`src/rtl/piso_serializer_n.sv`:
```
// rtl/piso_serializer_n.sv - parallel-in/serial-out shifter with load handshake, markers and word counter
module piso_serializer_n #(
  parameter int   WIDTH    = 8,
  parameter int   CNT_W    = 16,
  parameter logic IDLE_LVL = 1'b0,
  parameter logic FILL     = 1'b0
) (
  input  logic             clk_i,
  input  logic             rst_ni,
  input  logic             en_i,
  input  logic             dir_i,
  input  logic [WIDTH-1:0] data_i,
  input  logic             valid_i,
  output logic             ready_o,
  output logic             q_o,
  output logic             q_valid_o,
  output logic             first_o,
  output logic             last_o,
  output logic             done_o,
  output logic [CNT_W-1:0] wcnt_o
);

  localparam int BW = $clog2(WIDTH);
  localparam logic [BW-1:0] TOP = BW'(WIDTH - 1);

  typedef enum logic {IDLE, SHIFT} state_e;

  state_e           state_q, state_d;
  logic [WIDTH-1:0] sr_q, sr_d;
  logic [BW-1:0]    bitcnt_q, bitcnt_d;
  logic             dir_q, dir_d;
  logic [CNT_W-1:0] wcnt_q, wcnt_d;
  logic             done_q, done_d;
  logic             rdy_en_q;
  logic             last_bit;
  logic             xfer;

  always_ff @(posedge clk_i or negedge rst_ni) begin
    if (!rst_ni) begin
      state_q  <= IDLE;
      sr_q     <= '0;
      bitcnt_q <= '0;
      dir_q    <= 1'b0;
      wcnt_q   <= '0;
      done_q   <= 1'b0;
      rdy_en_q <= 1'b0;
    end else begin
      state_q  <= state_d;
      sr_q     <= sr_d;
      bitcnt_q <= bitcnt_d;
      dir_q    <= dir_d;
      wcnt_q   <= wcnt_d;
      done_q   <= done_d;
      rdy_en_q <= 1'b1;
    end
  end

  // The last-bit cycle also accepts a new word so back-to-back words have no gap.
  always_comb begin
    last_bit = (state_q == SHIFT) && (bitcnt_q == '0);
    ready_o  = rdy_en_q & en_i & ((state_q == IDLE) | last_bit);
    xfer     = valid_i & ready_o;

    state_d  = state_q;
    sr_d     = sr_q;
    bitcnt_d = bitcnt_q;
    dir_d    = dir_q;
    wcnt_d   = wcnt_q;
    done_d   = done_q;

    if (en_i) begin
      done_d = last_bit;
      if (last_bit) begin
        wcnt_d  = wcnt_q + CNT_W'(1);
        state_d = IDLE;
      end
      if (xfer) begin
        sr_d     = data_i;
        dir_d    = dir_i;
        bitcnt_d = TOP;
        state_d  = SHIFT;
      end else if (state_q == SHIFT && !last_bit) begin
        bitcnt_d = bitcnt_q - BW'(1);
        sr_d     = dir_q ? {sr_q[WIDTH-2:0], FILL} : {FILL, sr_q[WIDTH-1:1]};
      end
    end
  end

  always_comb begin
    q_valid_o = (state_q == SHIFT);
    q_o       = q_valid_o ? (dir_q ? sr_q[WIDTH-1] : sr_q[0]) : IDLE_LVL;
    first_o   = q_valid_o && (bitcnt_q == TOP);
    last_o    = last_bit;
    done_o    = done_q;
    wcnt_o    = wcnt_q;
  end

endmodule

```
`config.mk`:
```
export PLATFORM = sky130hd
export DESIGN_NAME = piso_serializer_n
export DESIGN_NICKNAME = d
export VERILOG_FILES = /design/src/rtl/piso_serializer_n.sv
export SDC_FILE = /design/constraint.sdc
export NUM_CORES = 1
export LEC_CHECK = 0
export CAP_MARGIN = 20
export CELL_PAD_IN_SITES_DETAIL_PLACEMENT = 1
export CELL_PAD_IN_SITES_GLOBAL_PLACEMENT = 2
export CORE_ASPECT_RATIO = 0.5
export CORE_MARGIN = 2
export CORE_UTILIZATION = 36
export CTS_BUF_LIST = sky130_fd_sc_hd__clkbuf_2 sky130_fd_sc_hd__clkbuf_4 sky130_fd_sc_hd__clkbuf_8
export DETAILED_ROUTE_END_ITERATION = 8
export PLACE_DENSITY = 0.85
export SYNTH_ARGS = -nofsm -noshare
export SYNTH_HDL_FRONTEND = slang
export SYNTH_SLANG_ARGS = --single-unit
```
`constraint.sdc`:
```
create_clock -name clk_i -period 3.7 [get_ports clk_i]
set_input_delay 0.37 -clock clk_i [delete_from_list [all_inputs] [get_ports clk_i]]
set_output_delay 0.37 -clock clk_i [all_outputs]
set_load 0.005 [all_outputs]
```
==> results of run 1 <==
-- synthesized netlist by cell type (all sizes together), types with 3 or more instances --
library cell,count
xnor2,13
o21ai,3
a22o,8
nand3,7
o2bb2ai,6
mux2i,7
nor2,3
nand4,3
dfrtp,31
a21oi,4
nand2,10
inv,5
buf,6
ha,4
and3,7
-- cell type report --
type / instances / area share (%)
clock buffers: 7 / 4.78
clock inverters: 1 / 0.373
well taps: 54 / 3.35
multi-input cells: 91 / 34.8
repair buffers: 35 / 17.3
flip-flops and latches: 31 / 38.5
inverters: 5 / 0.932
-- per-layer routing --
metal / share of wire [%] / vias to the layer above
met5: 0 / -
met2: 47 / 29
met4: 1.5 / 0
li1: - / 545
met1: 47 / 578
met3: 4.3 / 4
-- worst paths after layout --
path,slack (ps),start,cells past startpoint,to
max in group asynchronous,2920,rst_ni,2,wcnt_o[8]
setup reg to reg,1880,bitcnt_q[0],6,wcnt_o[5]
hold reg to reg,490,wcnt_o[6],1,wcnt_o[6]
hold / removal,480,rst_ni,2,sr_q[5]
setup / recovery,1290,bitcnt_q[0],6,ready_o
min in group clk_i,490,wcnt_o[6],1,wcnt_o[6]
-- stage by stage --
stage,area (um2),setup slack [ps]
3_5_place_dp,1910,1330
2_1_floorplan,1540,2110
6_report,2010,1290
5_1_grt,2010,1120
4_1_cts,2010,1280
3_3_place_gp,1910,1350
-- where the power goes --
group          switching [mW]  leakage, nW  internal [mW]
combinational           0.165        0.429          0.214
clock                   0.131       0.0505          0.169
sequential             0.0997        0.408          0.416
-- registers in the layout (all words and copies together) (netlist names) --
register	count
sr_q	8
q_valid_o	1
rdy_en_q	1
wcnt_o	16
bitcnt_q	3
done_o	1
dir_q	1
-- critical path: cells and delay by family (launching register included) --
kind,cells,cell delay (ps)
buffers and inverters,2,610
AND/OR/NAND/NOR,3,460
flip-flops,1,410
adder cells (fa/ha/maj),1,290
-- kinds of logic (layout without fill, tap and decap cells) --
| kind of cell | after synthesis | after routing | share of synthesized area [%] |
|---|---|---|---|
| xor+xnor | 15 | 15 | 8.53 |
| flops | 31 | 31 | 50.4 |
| compound gates | 26 | 26 | 14.0 |
| other cells | 1 | 1 | 0.243 |
| mux | 8 | 8 | 5.28 |
| fa+ha+maj | 4 | 4 | 3.25 |
| simple gates | 37 | 37 | 14.2 |
| buf+inv | 12 | 48 | 4.14 |
==> impl.org, run 1 <==
** Status
- The flow ran to the end, and the final reports show no timing, DRC or antenna violations.

** Timing
- Final worst path period need :: 2410 ps
- Total negative slack :: 0 ps
- Setup repair after global routing left no endpoint under its margin.
- Setup-violating endpoint count in the final report :: 0
- Derived from the worst setup path, the maximum achievable clock frequency is 415 MHz.
- Worst hold slack :: 479 ps
- Total count of hold-check failures in the final report :: 0
- Max-slew violation total from the final report :: 0
- After layout, the worst path uses 65.1% of the clock period.
- On the final layout, the worst clock skew is 5.31 ps.
- Actual transition at the worst max-transition pin :: 638 ps
- Max_slew headroom :: 57.3%

** Place
- Cell total after placement :: 216
- At the end of routability-driven placement, the weighted congestion stood at 0.720.
- The count of buffers added on input and output ports is 34.
- After legalization and detailed placement, the total HPWL measured 2390 um.

** Yosys
- Flip-flop and latch count after synthesis :: 31
- Sorting the synthesized cells by area gives the leading types as sky130_fd_sc_hd__dfrtp_1 (50%), sky130_fd_sc_hd__xnor2_1 (7.4%), sky130_fd_sc_hd__a22o_1 (4.5%).
- Post-synth ARST share :: 100%
- Net count after synthesis :: 151
- Mean Syn Cell Area :: 11.5 um2
- Fraction of the yosys area taken by sequential cells :: 50.4%
- Proportion of netlist area held by the largest area contributor :: 50.4%
- Ys Warns :: 0
- Count of flip-flops with a built-in enable after synthesis :: 0
- The synthesized netlist contains 33 unique library cells.
- The largest total area in the synthesized netlist belongs to sky130_fd_sc_hd__dfrtp_1.
- In this run the cell area of the synthesized design comes to 1540 um2.
- Main synth FF type :: sky130_fd_sc_hd__dfrtp_1
- Gate count after technology mapping :: 134

** Floorplan
- Initial core utilization :: 38.5%
- The die covers 4850 um2.
- Core region area :: 4000 um2
- The floorplan step set the die width to 96.5 um.
- The die is 50.3 um tall.
- Count of boundary I/O pins :: 35
- Row generation in the floorplan step produced 16 rows.

** Clock network
- Buffers inserted during clock tree synthesis total 5.
- Clock transition at path regs :: 70 ps
- Post CTS Setup Buffer Count :: 0
- TritonCTS built the clock tree.
- Clock root buffer :: sky130_fd_sc_hd__clkbuf_8
- At the later pin of the worst-skew pair, clock insertion delay measures 280 ps.
- H-tree levels :: 2
- After clock tree synthesis, the flow added hold-fix buffers numbering 0.
- Clock tree synthesis found a total of 31 sinks.
- The longest clock path from root to sink contains 2 buffers.
- Number of cells upsized or downsized after cts :: 0

** Critical path
- The worst setup path is captured at an output port.
- Of all nets on the critical path, the largest fanout is 8.
- STA classifies the critical path startpoint as a register.
- The worst setup path is of the reg2out kind.
- STA puts the critical path data arrival time at 2040 ps.
- The signal on the critical path passes through inv_1 > ha_1 > nand2b_4 > nand2_2 > and3_1 > clkdlybuf4s50_1.
- CP max-delay cell :: sky130_fd_sc_hd__clkdlybuf4s50_1
- Peak per-stage delay on the critical path :: 500 ps
- For the worst setup path, the data required time is 3330 ps.

** Global routing
- Antenna violations before repair :: 0
- Met2 layer usage reported by global route :: 25.9%
- In the global route stage, overall resource usage came out at 16.9%.
- Global-route wire length before repair :: 6110 um
- Global routing consumed, on the met1 layer, 21.9% of the routing resources.
- Summed over all layers, the global routing overflow is 0.
- The number of global-route vias before repair is 1238.
- Global routing used 5.71% of the available met3 tracks.
- Maximum number of pins on one net before global-route repair :: 32
- The global routing stage identified its most utilized layer as met2.

** Drt
- Antenna viol nets, final :: 0
- After detailed routing, the number of vias per cell comes to 5.16.
- For this block, the routed nets add up to 3470 um of wire.
- Dividing the detail-routed wire length by the instance count gives 15.5 um.
- For this run, design rule violations remaining after detail routing come to 0.
- Number of design-rule violations left by the first detailed-router iteration :: 28
- Routed via count :: 1156
- The first detailed-routing pass took 4 iterations.

** Layout
- Filler cell count in the final layout :: 445
- In the final layout, the multi-input gates occupy 701 um2.
- Measured on the finished design, the core utilization comes to 50.3%.
- The sequential cells in the finished layout cover a total of 776 um2.
- Cells with a size suffix above 1 make up 8.82% of the layout.
- The area growth from synthesis to layout is 30.8%.
- Leaving out filler cells and counting taps, the final layout contains 224.
- The net count of the finished layout is 186.
- In the layout the commonest cells are sky130_fd_sc_hd__clkdlybuf4s50_1 (34), sky130_fd_sc_hd__dfrtp_1 (31), sky130_fd_sc_hd__xnor2_1 (13).
- Leading cell type in the layout, fill and taps excluded :: sky130_fd_sc_hd__clkdlybuf4s50_1
- The number of antenna diodes in the final layout is 0.

** Job
- The tool flagged a number of max-cap violations equal to 0.

** Worst hold path
- The tightest min-delay check is of the in2async type.

** Power and ir drop
- Reported leakage power :: 0.888 nW
- In this run the power density over the cells is 594 nW/um2.
- VDD sags by at most 0.239 mV.
- Summing internal, switching and leakage power gives 1.20 mW.
No activity file was read; power rests on OpenSTA's default activity.
==> run 2: changes to the inputs <==
--- a/config.mk
+++ b/config.mk
@@ -10,10 +10,10 @@
 export CELL_PAD_IN_SITES_GLOBAL_PLACEMENT = 2
 export CORE_ASPECT_RATIO = 0.5
 export CORE_MARGIN = 2
-export CORE_UTILIZATION = 36
+export CORE_UTILIZATION = 33
 export CTS_BUF_LIST = sky130_fd_sc_hd__clkbuf_2 sky130_fd_sc_hd__clkbuf_4 sky130_fd_sc_hd__clkbuf_8
 export DETAILED_ROUTE_END_ITERATION = 8
-export PLACE_DENSITY = 0.85
+export PLACE_DENSITY = 0.79
 export SYNTH_ARGS = -nofsm -noshare
 export SYNTH_HDL_FRONTEND = slang
 export SYNTH_SLANG_ARGS = --single-unit
==> constraint.sdc (replaced) <==
create_clock -name clk_i -period 2.35 [get_ports clk_i]
set_input_delay 0.235 -clock clk_i [delete_from_list [all_inputs] [get_ports clk_i]]
set_output_delay 0.235 -clock clk_i [all_outputs]
set_load 0.005 [all_outputs]
==> run 2 against run 1 <==
Sequential power is 57% higher; clock-buffer cell count is 1 lower; routed wire length is 3.0% lower; first-iteration DRC count is 46% lower; combinational power is 61% higher; final area is 0.25% higher; core utilization is 4.9 points lower.
==> impl.org, run 2 (synthesis results as in run 1) <==
** Status
- The flow ran to the end, and the final reports show no timing, DRC or antenna violations.

** Floorplan
- Std cell rows :: 17 (+1)
- Core region area :: 4450 um2 (+11%)
- Floorplan die height :: 52.3 um (+4.1%)
- Overall die width :: 101 um (+4.3%)
- The initial core utilization was 34.6% (-3.8 points).
- Count of boundary I/O pins :: 35 (unchanged)
- The overall die area came to 5260 um2 (+8.5%).

** Drt
- Antenna viol nets, final :: 0 (unchanged)
- The post-detailed-route via-to-cell ratio was 4.93 (-4.5%).
- The total routed wirelength came to 3370 um (-3.0%).
- The iteration-0 DRC count of the detailed router was 15 (-46%).
- The number of remaining DRC errors was 0 (unchanged).
- Routed via count :: 1124 (-2.8%)
- Initial DRT Pass Iterations :: 4 (unchanged)
- The post-detailed-route wirelength per cell is 14.8 um (-4.7%).

** Layout
- Leaving out fill and tap cells, the most frequent cells in the layout are sky130_fd_sc_hd__clkdlybuf4s50_1 (34), sky130_fd_sc_hd__dfrtp_1 (31), sky130_fd_sc_hd__xnor2_1 (13).
- Final antenna diode count :: 0 (unchanged)
- The number of flip-flops under the largest register name was 16 (unchanged).
- Final-stage net count :: 188 (+1.1%)
- Leading cell type in the layout, fill and taps excluded :: sky130_fd_sc_hd__clkdlybuf4s50_1
- Layout cells sized above 1 :: 9.94% (+1.1 points)
- Final design area excluding fillers :: 2020 um2 (+0.25%)
- Post-route insts no fill :: 228 (+1.8%)
- Area taken by multi-input logic gates :: 703 um2 (+0.36%)
- Filler cell count in the final layout :: 473 (+6.3%)
- Area used by sequential logic in the layout :: 776 um2 (unchanged)
- Area growth from synthesis to layout :: 31.1%

** Clock network
- Clock sink count :: 31 (unchanged)
- The root buffer cell chosen for the clock tree is sky130_fd_sc_hd__clkbuf_8.
- H-tree levels :: 2 (unchanged)
- Max Root-Sink Buffers :: 2 (unchanged)
- The count of hold buffers inserted by post-cts repair was 0 (unchanged).
- TritonCTS built the clock tree.
- The clock edge transition at the registers on the reported setup and hold paths is 60 ps (about the same).
- The number of buffers inserted during clock tree synthesis came to 5 (unchanged).
- Clock network latency to the later pin of the worst-skew pair :: 280 ps (about the same)

** Global routing
- Antenna violations before repair :: 0 (unchanged)
- Global-route wire length before repair :: 5970 um (-2.3%)
- The global-route usage over all layers was 15.0% (-1.9 points).
- Global-route met3 utilization :: 4.00% (-1.7 points)
- Maximum number of pins on one net before global-route repair :: 32 (unchanged)
- The met1 usage is 20.8% (-1.0 points).
- Vias in the first global route :: 1143 (-7.7%)
- The remaining global-route overflow came to 0 (unchanged).
- Most used routing layer :: met2
- Met2 layer usage reported by global route :: 22.9% (-3.0 points)

** Critical path
- CP Capture Type :: output port
- CP max-delay cell :: sky130_fd_sc_hd__clkdlybuf4s50_1
- STA classifies the critical path startpoint as a register.
- Crit path kind :: reg2out
- The slack of the worst reg-to-reg path was 610 ps (-1270 ps).
- Critical path cell sequence :: inv_1 > ha_2 > nand2b_4 > nand2_2 > and3_1 > clkdlybuf4s50_1
- The startpoint identified for the worst register-to-register timing path is bitcnt_q[0].
- Capture point of the worst reg-to-reg path :: wcnt_o[5]
- CP Buf/Inv Count :: 2 (unchanged)
- The largest fanout on the critical path was 8 (unchanged).
- Worst-case reg-to-reg path depth :: 6 (unchanged)
- Endpoint arrival time on the critical path :: 1950 ps (-90 ps)
- Top cell family by delay on the critical path :: buffers and inverters
- Peak per-stage delay on the critical path :: 500 ps (about the same)
- The required arrival time at the worst endpoint was 2120 ps (-1210 ps).

** Timing
- Setup-violating endpoint count in the final report :: 0 (unchanged)
- Setup repair after global routing left no endpoint under its margin.
- The worst path uses 92.9% of the clock period.
- The count of pins over their slew limit is 0 (unchanged).
- Total negative slack :: 0 ps (unchanged)
- The worst path needs 2180 ps of the cycle, external delays included.
- Achievable Freq :: 458 MHz
- The number of hold violations in the final report is 0 (unchanged).
- Final clock skew :: 2.51 ps (-2.80 ps)

** Power and ir drop
- The sequential fraction of design power was 43.9% (+0.8 points).
- Internal :: 1.23 mW (+54%)
- Power per Cell Area :: 914 nW/um2 (+54%)
- The net switching power of the design was 617 uW (+56%).
- Switching part of the total power :: 33.4% (+0.27 points)
- Portion of total power attributed to the clock network :: 23.1% (-2.0 points)
- The portion of total power attributed to combinational logic came to 33.0% (+1.3 points).
- The total power of the final layout is 1.85 mW (+54%).
- Reported leakage power :: 0.892 nW (+0.48%)
- Worst vdd rail ir drop :: 0.303 mV (+27%)

** Worst hold path
- Class of the tightest hold or removal check :: in2async

** Place
- Detailed-placement wirelength estimate :: 2450 um (+2.6%)
- Global placement routability congestion :: 0.720 (about the same)
- Cell total after placement :: 221 (+2.3%)
- Buffers on Ports :: 34 (unchanged)
- Post-detailed-placement cell area :: 1930 um2 (+0.98%)

** Job
- The number of max-capacitance violations reported was 0 (unchanged).
-- run 2: metal layers --
| layer | up-vias | part of all wire, % |
|---|---|---|
| li1 | 553 | - |
| met1 | 550 | 51 |
| met2 | 19 | 45 |
| met3 | 2 | 2.8 |
| met4 | 0 | 0.50 |
| met5 | - | 0 |
-- run 2: power groups by stage --
stage / registers (mW) / clock network (mW) / logic [mW]
after floorplan: 0.743 / 0 / 0.454
after global placement: 0.817 / 0 / 0.590
after detailed placement: 0.820 / 0 / 0.611
after CTS: 0.810 / 0.445 / 0.613
after global routing: 0.838 / 0.472 / 0.687
final: 0.810 / 0.427 / 0.609
-- run 2: worst max path at each step --
| stage | slack [ps] | endpoint | cells after the start | from |
|---|---|---|---|---|
| 6_report | 170 | ready_o | 6 | bitcnt_q[0] |
| 5_1_grt | 30 | ready_o | 6 | bitcnt_q[0] |
| 4_1_cts | 90 | ready_o | 6 | bitcnt_q[0] |
| 3_5_place_dp | 420 | ready_o | 6 | bitcnt_q[0] |
| 3_3_place_gp | 440 | ready_o | 6 | bitcnt_q[0] |
| 2_1_floorplan | 760 | wcnt_o[6] | 7 | bitcnt_q[0] |
-- run 2: final cells by class --
type / instances / share of cell area (%)
flip-flops and latches: 31 / 38.4
clock inverters: 1 / 0.248
repair buffers: 37 / 18.0
inverters: 5 / 0.929
multi-input cells: 91 / 34.8
well taps: 57 / 3.53
clock buffers: 6 / 4.09
-- run 2: timing repair --
item,4_1_cts,5_1_grt
endpoints found under the setup margin,0,1
gates resized for setup,0,1
buffers inserted,0,0
-- run 2: per-stage QoR --
| stage | hold WS, ps | util [%] | setup WS, ps |
|---|---|---|---|
| after floorplan | -60.6 | - | 762 |
| after global placement | 463 | 43.4 | 436 |
| final | 366 | 45.4 | 167 |
| after detailed placement | 487 | 43.4 | 420 |
| after CTS | 384 | 45.4 | 92.6 |
| after global routing | 398 | 45.4 | 26.6 |
==> run 3: changes to the inputs <==
==> constraint.sdc (replaced) <==
create_clock -name clk_i -period 2.3 [get_ports clk_i]
set_input_delay 0.23 -clock clk_i [delete_from_list [all_inputs] [get_ports clk_i]]
set_output_delay 0.23 -clock clk_i [all_outputs]
set_load 0.005 [all_outputs]
==> run 3 against run 2 <==
First-iteration DRC count grew 47%; via count grew 4.3%; hold slack lost 30 ps; global-route usage shrank 0.25 points; die area is the same; combinational power grew 3%; core utilization grew 0.79 points; sequential share of layout area shrank 0.65 points.
==> impl.org, run 3 (synthesis results as in run 1) <==
** Status
- Outcome :: complete, no violations

** Drt
- Initial DRT Pass Iterations :: 4 (unchanged)
- The post-detailed-route wirelength per cell was 15.2 um (+2.8%).
- Antenna viol nets, final :: 0 (unchanged)
- Residual DRC count :: 0 (unchanged)
- The post-detailed-route via-to-cell ratio came to 5.12 (+3.8%).
- Number of design-rule violations left by the first detailed-router iteration :: 22 (+7)
- Routed via count :: 1172 (+4.3%)
- The total routed wirelength is 3480 um (+3.2%).

** Global routing
- Antenna violations before repair :: 0 (unchanged)
- The global-route usage over all layers came to 14.8% (-0.25 points).
- GR Overflow Total :: 0 (unchanged)
- Maximum number of pins on one net before global-route repair :: 32 (unchanged)
- Vias in the first global route :: 1125 (-1.6%)
- Global-route wire length before repair :: 5760 um (-3.5%)

** Timing
- Setup repair after global routing left no endpoint under its margin.
- The count of pins over their slew limit was 0 (unchanged).
- The number of hold violations in the final report is 0 (unchanged).
- Setup-violating endpoint count in the final report :: 0 (unchanged)
- Of the available clock period, the critical path in the final layout requires 94.1%.
- Total negative slack :: 0 ps (unchanged)
- Final worst path period need :: 2160 ps
- Based on the critical path, the design can be clocked at up to 462 MHz.
- Final clock skew :: 4.98 ps (+2.47 ps)

** Critical path
- Crit-path max FO :: 8 (unchanged)
- Last element of the critical path :: ready_o
- In this run the critical register-to-register path is launched from bitcnt_q[0].
- Worst-case reg-to-reg path depth :: 6 (unchanged)
- Crit path kind :: reg2out
- Critical Path RT :: 2070 ps (-50 ps)
- The worst setup path is captured at an output port.
- Capture point of the worst reg-to-reg path :: wcnt_o[5]
- Launching element type of the critical path :: register
- The slack of the worst reg-to-reg path came to 540 ps (-70 ps).
- Source of the critical timing path :: bitcnt_q[0]
- The data arrival at the endpoint of the critical path is 1930 ps (-20 ps).

** Layout
- The number of flip-flops under the largest register name was 16 (unchanged).
- The count of nets after finishing was 188 (unchanged).
- The library cells used most frequently in the layout, excluding fill and tap cells, are sky130_fd_sc_hd__clkdlybuf4s50_1 (34), sky130_fd_sc_hd__dfrtp_1 (31), sky130_fd_sc_hd__xnor2_1 (13).
- Compared with the post-synthesis result, the final layout area differs by 33.4%.
- Layout cells sized above 1 :: 10.5% (+0.52 points)
- The total of fill cells in the finished design came to 476 (+0.63%).
- Leading cell type in the layout, fill and taps excluded :: sky130_fd_sc_hd__clkdlybuf4s50_1
- Final antenna diode count :: 0 (unchanged)

** Floorplan
- Std cell rows :: 17 (unchanged)
- Count of boundary I/O pins :: 35 (unchanged)
- Core region area :: 4450 um2 (unchanged)
- Overall die width :: 101 um (unchanged)
- Die Footprint :: 5260 um2 (unchanged)
- The initial core utilization was 34.6% (unchanged).
- The die extent in y is 52.3 um (unchanged).

** Clock network
- Clock network latency to the later pin of the worst-skew pair :: 290 ps (about the same)
- The level count of the clock H-tree is 2 (unchanged).
- The total setup buffers inserted after CTS is 0 (unchanged).
- The clock edge transition at the registers on the reported setup and hold paths was 70 ps (about the same).
- The cell sitting at the root of the clock tree is a sky130_fd_sc_hd__clkbuf_8.
- The count of hold buffers inserted by post-cts repair is 0 (unchanged).
- The number of buffers inserted during clock tree synthesis was 5 (unchanged).
- The number of cells upsized or downsized after cts is 0 (unchanged).
- TritonCTS built the clock tree.
- Clock sink count :: 31 (unchanged)
- Max Root-Sink Buffers :: 2 (unchanged)

** Job
- Max Cap Violations :: 0 (unchanged)

** Place
- Detailed-placement wirelength estimate :: 2490 um (+1.4%)
- The count of input and output buffers came to 34 (unchanged).
- Global placement routability congestion :: 0.720 (unchanged)

** Power and ir drop
- The power density normalized to cell area came to 988 nW/um2 (+8.1%).
- Reported leakage power :: 0.907 nW (+1.7%)
- The largest vdd supply drop was 0.303 mV (-0.17%).
- The total power of the final layout was 2.03 mW (+10%).

** Worst hold path
- The min-delay analysis places its worst path in the category in2async.
==> run 3: how the worst min path moves through the flow <==
stage / startpoint / endpoint / slack, ps / cells past startpoint
detailed placement: wcnt_o[8] / wcnt_o[8] / 490 / 1
floorplan: rst_ni / bitcnt_q[0] / -70 / 0
global route: rst_ni / wcnt_o[13] / 380 / 2
CTS: rst_ni / wcnt_o[13] / 350 / 2
global placement: wcnt_o[15] / wcnt_o[15] / 460 / 1
finish: rst_ni / sr_q[4] / 340 / 2
==> run 3: cell type report <==
cell class | instances | area, um2 | share of cell area, %
Clock buffer | 6 | 82.6 | 4.02
Clock inverter | 2 | 35.0 | 1.71
Inverter | 5 | 18.8 | 0.914
Multi-Input combinational cell | 91 | 708 | 34.5
Sequential cell | 31 | 776 | 37.8
Tap cell | 57 | 71.3 | 3.47
Timing Repair Buffer | 37 | 363 | 17.7
==> run 3: routing by layer <==
layer  vias to the layer above  GRT usage [%]  wire (um)
met5                         -              0          0
met1                       579           19.7       1740
met3                         7           4.67        157
li1                        557              -          -
met2                        29           22.2       1540
met4                         0           6.16         43
==> run 3: through the flow <==
stage,cells,utilization [%],instance area [um2],setup slack [ps],hold slack [ps]
6_report,229,46.2,2050,135,336
5_1_grt,229,46.2,2050,24.3,379
4_1_cts,229,46.0,2050,17.9,348
3_5_place_dp,221,43.4,1930,349,488
3_3_place_gp,221,43.4,1930,391,463
2_1_floorplan,134,-,1540,712,-65.6
==> run 3: power breakdown <==
group          total (mW)  internal, mW  switching, mW
combinational       0.627         0.354          0.273
clock               0.570         0.350          0.219
sequential          0.833         0.669          0.164
==> run 3: critical path, cell delays in order, from the launching register on <==
cell	delay [ps]
sky130_fd_sc_hd__dfrtp_1	400
sky130_fd_sc_hd__inv_1	100
sky130_fd_sc_hd__ha_2	250
sky130_fd_sc_hd__nand2b_4	100
sky130_fd_sc_hd__nand2_4	120
sky130_fd_sc_hd__and3_1	170
sky130_fd_sc_hd__clkdlybuf4s50_1	500
==> RTL change 1, RTL diff (config.mk and constraints of run 3) <==
`FILL`: 1'b0 -> 1'b1.
--- a/src/rtl/piso_serializer_n.sv
+++ b/src/rtl/piso_serializer_n.sv
@@ -4,5 +4,5 @@
   parameter int   CNT_W    = 16,
   parameter logic IDLE_LVL = 1'b0,
-  parameter logic FILL     = 1'b0
+  parameter logic FILL     = 1'b1
 ) (
   input  logic             clk_i,
Behaviour: same outputs for any inputs over 10 cycles, from zero or initial values and one cycle with rst_ni low; that may be too few to reach the edited logic, so the function may still have changed.
==> RTL change 1 against run 3 <==
  * First-iteration DRC count grew 27%
  * Non-clock buffer count rose by 1
  * Design area is 0.18% higher
  * Maximum frequency shrank 1.0%
  * Routed wire length rose by 0.32%
  * Synthesized area is 0.97% lower
  * Die area shrank 0.92%
  * Via count increased by 0.77%
  * Sequential cell count did not move
  * Total power grew 3.3%
  * Sequential share of layout area fell by 0.069 points
  * Worst setup slack got worse by 0.022 ns
  * Worst hold slack barely moved
  * Global-route usage up 0.98 points
  * Critical path type unchanged
  * Critical endpoint unchanged
  * Largest power group unchanged
==> RTL change 1: results (changes against run 3) <==
[critical_path]
crit_arrival_ns = 1.96  ; +0.03 ns
r2r-end = wcnt_o[6]

[sta]
fin_skew_ns = 0.006056  ; +0.001075 ns
finalHoldWorstSlack_ns = 0.3355  ; -0.0003140 ns

[logic_synthesis]
synth_cell_type_count = 31  ; -6.1%
synth_adder_area_share = 0.03281  ; +0.0003199
synth_area_leaders = dfrtp_1 51%, xnor2_1 7.5%, a22o_1 5.2%
synth.area.mux_share = 0.05332  ; +0.0005198
yosysSeqAreaShare = 0.5086  ; +0.004958
synth_compound_area_frac = 0.1345  ; -0.005187
synth_nets = 152  ; +0.66%
synth_xor_area_frac = 0.08614  ; +0.0008397

[global_routing]
grt_pass1_vias = 1253  ; +11%
grt_pass1_wl_um = 6134  ; +6.5%
gr-usage-met3 = 0.04032  ; -0.006344
met1_usage = 0.1914  ; -0.005911
grtUsageTotal = 0.1575  ; +0.009824

[route]
met1_length_um = 1696  ; -2.4%
routed-wl-met2_um = 1619  ; +5.2%
vias_per_cell = 5.113  ; -0.10%
drtIter0Drc = 28  ; +27%
route.met3.wl_um = 107  ; -32%
wl_per_cell_um = 15.10  ; -0.55%

[status]
status = finished clean

[finish]
final_nets = 190  ; +1.1%
fill_cells = 488  ; +2.5%

[power_and_ir_drop]
irDropWorstVdd_mv = 0.3545  ; +17%
leakagePower_nw = 0.9121  ; +0.52%

[placed_design]
place_congestion = 0.7211  ; +0.18%
dp_hpwl_um = 2434  ; -2.1%

[clock_tree]
cts_resized = 1  ; +1
postCtsSetupRepairBufs = 0  ; unchanged

==> RTL change 1: layout make-up <==
type | count | area, sq um | area share
sequential | 31 | 775.7 | 0.3769
multi-input combinational | 93 | 708.2 | 0.3441
timing repair buffer | 38 | 370.4 | 0.1799
clock buffer | 6 | 82.58 | 0.04012
tap | 57 | 71.32 | 0.03465
clock inverter | 2 | 35.03 | 0.01702
inverter | 4 | 15.01 | 0.007295
==> RTL change 1: power breakdown <==
group / leakage [nW] / total, W / switching [W] / internal (W)
Clock: 0.0612 / 0.000570 / 0.000220 / 0.000350
Sequential: 0.404 / 0.000846 / 0.000168 / 0.000679
Combinational: 0.447 / 0.000681 / 0.000287 / 0.000394
==> RTL change 1: cell families (layout without fill, tap and decap cells) <==
family	Yosys count	count (layout)
AOI/OAI and AO/OA	26	26
xor gates and xnor gates	15	15
adders and majority gates	4	4
buffers and inverters	11	50
DFF	31	31
muxes	8	8
other	1	1
and+or+nand+nor	39	39
==> RTL change 1: worst max-delay path by stage <==
stage / from / to / cells past startpoint
final: bitcnt_q[0] / ready_o / 6
after global routing: bitcnt_q[0] / ready_o / 6
after detailed placement: bitcnt_q[0] / ready_o / 6
after floorplan: bitcnt_q[0] / wcnt_o[6] / 7
after global placement: bitcnt_q[0] / ready_o / 6
after CTS: bitcnt_q[0] / ready_o / 6
==> RTL change 1: per-stage QoR <==
step | setup slack, ns | utilization | cells
after floorplan | 0.6991 | - | 135
after global placement | 0.3789 | 0.4369 | 223
after detailed placement | 0.3220 | 0.4369 | 223
after CTS | 0.02077 | 0.4641 | 231
after global routing | 0.01677 | 0.4652 | 231
final | 0.1129 | 0.4652 | 231
==> RTL change 2, RTL diff (settings of run 3) <==
Made on the original files. `sr_q` no longer has a reset.
--- a/src/rtl/piso_serializer_n.sv
+++ b/src/rtl/piso_serializer_n.sv
@@ -39,5 +39,4 @@
     if (!rst_ni) begin
       state_q  <= IDLE;
-      sr_q     <= '0;
       bitcnt_q <= '0;
       dir_q    <= 1'b0;
@@ -47,5 +46,4 @@
     end else begin
       state_q  <= state_d;
-      sr_q     <= sr_d;
       bitcnt_q <= bitcnt_d;
       dir_q    <= dir_d;
@@ -54,4 +52,8 @@
       rdy_en_q <= 1'b1;
     end
+  end
+
+  always_ff @(posedge clk_i) begin
+    sr_q <= sr_d;
   end
 
Formal check against the unedited RTL: no difference found for any inputs over 10 cycles, from zero or initial values and one cycle with rst_ni low; that may be too few to reach the edited logic, so the function may still have changed.
==> RTL change 2 against run 3 <==
  * Total power decreased by 11%
  * Combinational power fell by 16%
  * Worst setup slack improved by 0.11 ns
  * Design area down 3.5%
  * Sequential cell count stayed put
  * Non-clock buffer count rose by 1
  * Highest routed layer unchanged
  * Routed wire length down 12%
  * Global-route usage down 1.4 points
  * Core utilization fell by 0.54 points
  * Clock skew up 0.0066 ns
  * Synthesized area decreased by 4.1%
==> RTL change 2: results (changes against run 3) <==
[logic_synthesis]
synth_compound_area_frac = 0.07797  ; -0.06176
synth_cell_type_count = 32  ; -3.0%
async_reset_ff_frac = 0.7419  ; -0.2581
synth_area_leaders = dfrtp_1 39%, edfxtp_1 16%, xnor2_1 7.1%
synth_cells = 132  ; -1.5%
synth_nets = 149  ; -1.3%
yosysSeqAreaShare = 0.5525  ; +0.04889
synthTopCellsByCount = 23 x dfrtp_1, 19 x nand2_1, 12 x xnor2_1
synth_edf_count = 8  ; +8
synth.area.mux_share = 0.06271  ; +0.009909
synth_adder_area_share = 0.03390  ; +0.001404
yosysWarnings = 0  ; unchanged
synth_xor_area_frac = 0.08898  ; +0.003687

[route]
met1_length_um = 1523  ; -12%
route.met3.wl_um = 114  ; -27%
drtIter0Drc = 26  ; +18%
wl_per_cell_um = 13.23  ; -13%
drt_first_pass_iters = 4  ; unchanged
vias_per_cell = 4.589  ; -10%
wirelength_um = 3056  ; -12%
routed-wl-met2_um = 1401  ; -9.0%

[power_and_ir_drop]
irDropWorstVdd_mv = 0.2463  ; -19%
p_int_w = 0.001259  ; -8.3%
p_seq_frac = 0.476  ; +0.065
pwr-share-comb = 0.291  ; -0.018
leakagePower_nw = 0.8339  ; -8.1%

[placed_design]
dp_hpwl_um = 2256  ; -9.3%
place_congestion = 0.7466  ; +3.7%
dp_slack_ns = 0.3197  ; -0.02950 ns
place_inst = 223  ; +0.90%

[global_routing]
met1_usage = 0.1832  ; -0.01413
gr-usage-met3 = 0.04104  ; -0.005627
antenna_found_initial = 0  ; unchanged
grtUsageMet2 = 0.2041  ; -0.01814
grtUsageTotal = 0.1335  ; -0.01418
grt_pass1_wl_um = 5175  ; -10%
grt_max_degree = 24  ; -25%
grt_pass1_vias = 1090  ; -3.1%

[critical_path]
slowest_stage = clkdlybuf4s50_1
critPathMaxStageDelay_ns = 0.51
setup.worst_path.end = ready_o
rrSetupSlack_ns = 0.49  ; -0.05 ns
cp-start-kind = flip-flop
r2r-end = dir_q
r2r-start = bitcnt_q[0]
crit_arrival_ns = 1.83  ; -0.10 ns
worst_r2r_path_depth = 6  ; unchanged
path_max_fanout = 6  ; -2

[finish]
layout-drive-gt1-share = 0.09195  ; -0.01270
largest_reg_flops = 16  ; unchanged
fill_cells = 490  ; +2.9%
final_nets = 190  ; +1.1%

[clock_tree]
clkLatencyLatePin_ns = 0.28
cts_inserted_buffers = 5  ; unchanged
cts-root-buf = clkbuf_8
postCtsSetupRepairBufs = 0  ; unchanged

[sta]
fin_setup_tns_ns = 0  ; unchanged
setup_slack_ns = 0.2403  ; +0.1050 ns
fin_skew_ns = 0.01155  ; +0.006564 ns

[status]
status = finished clean

## RTL change 2: cell count changes in the layout (fill, tap and decap cells not counted), sizes merged, moves of 2 or more
cell,delta
nand2,+9
edfxtp,+8
a22o,-8
o21ai,+6
a21oi,-3
o2bb2ai,-6
a32o,-2
dfrtp,-8
and3,-4
o21a,+2
## RTL change 2: layout make-up
class / count / area share
Clock buffer: 6 / 0.03851
Inverter: 5 / 0.009470
Clock inverter: 2 / 0.005682
Multi-Input combinational cell: 92 / 0.3119
Sequential cell: 31 / 0.4116
Timing Repair Buffer: 38 / 0.1869
Tap cell: 57 / 0.03598
## RTL change 2: metrics by stage
step	instance area (sq um)	util	hold WS, ns	power (W)
final	1982	0.4567	0.3019	0.001814
after global routing	1982	0.4567	0.3104	0.001959
after CTS	1982	0.4567	0.3080	0.001856
after detailed placement	1894	0.4366	0.4820	0.001418
after global placement	1894	0.4366	0.4653	0.001403
after floorplan	1476	-	-0.06559	0.001155
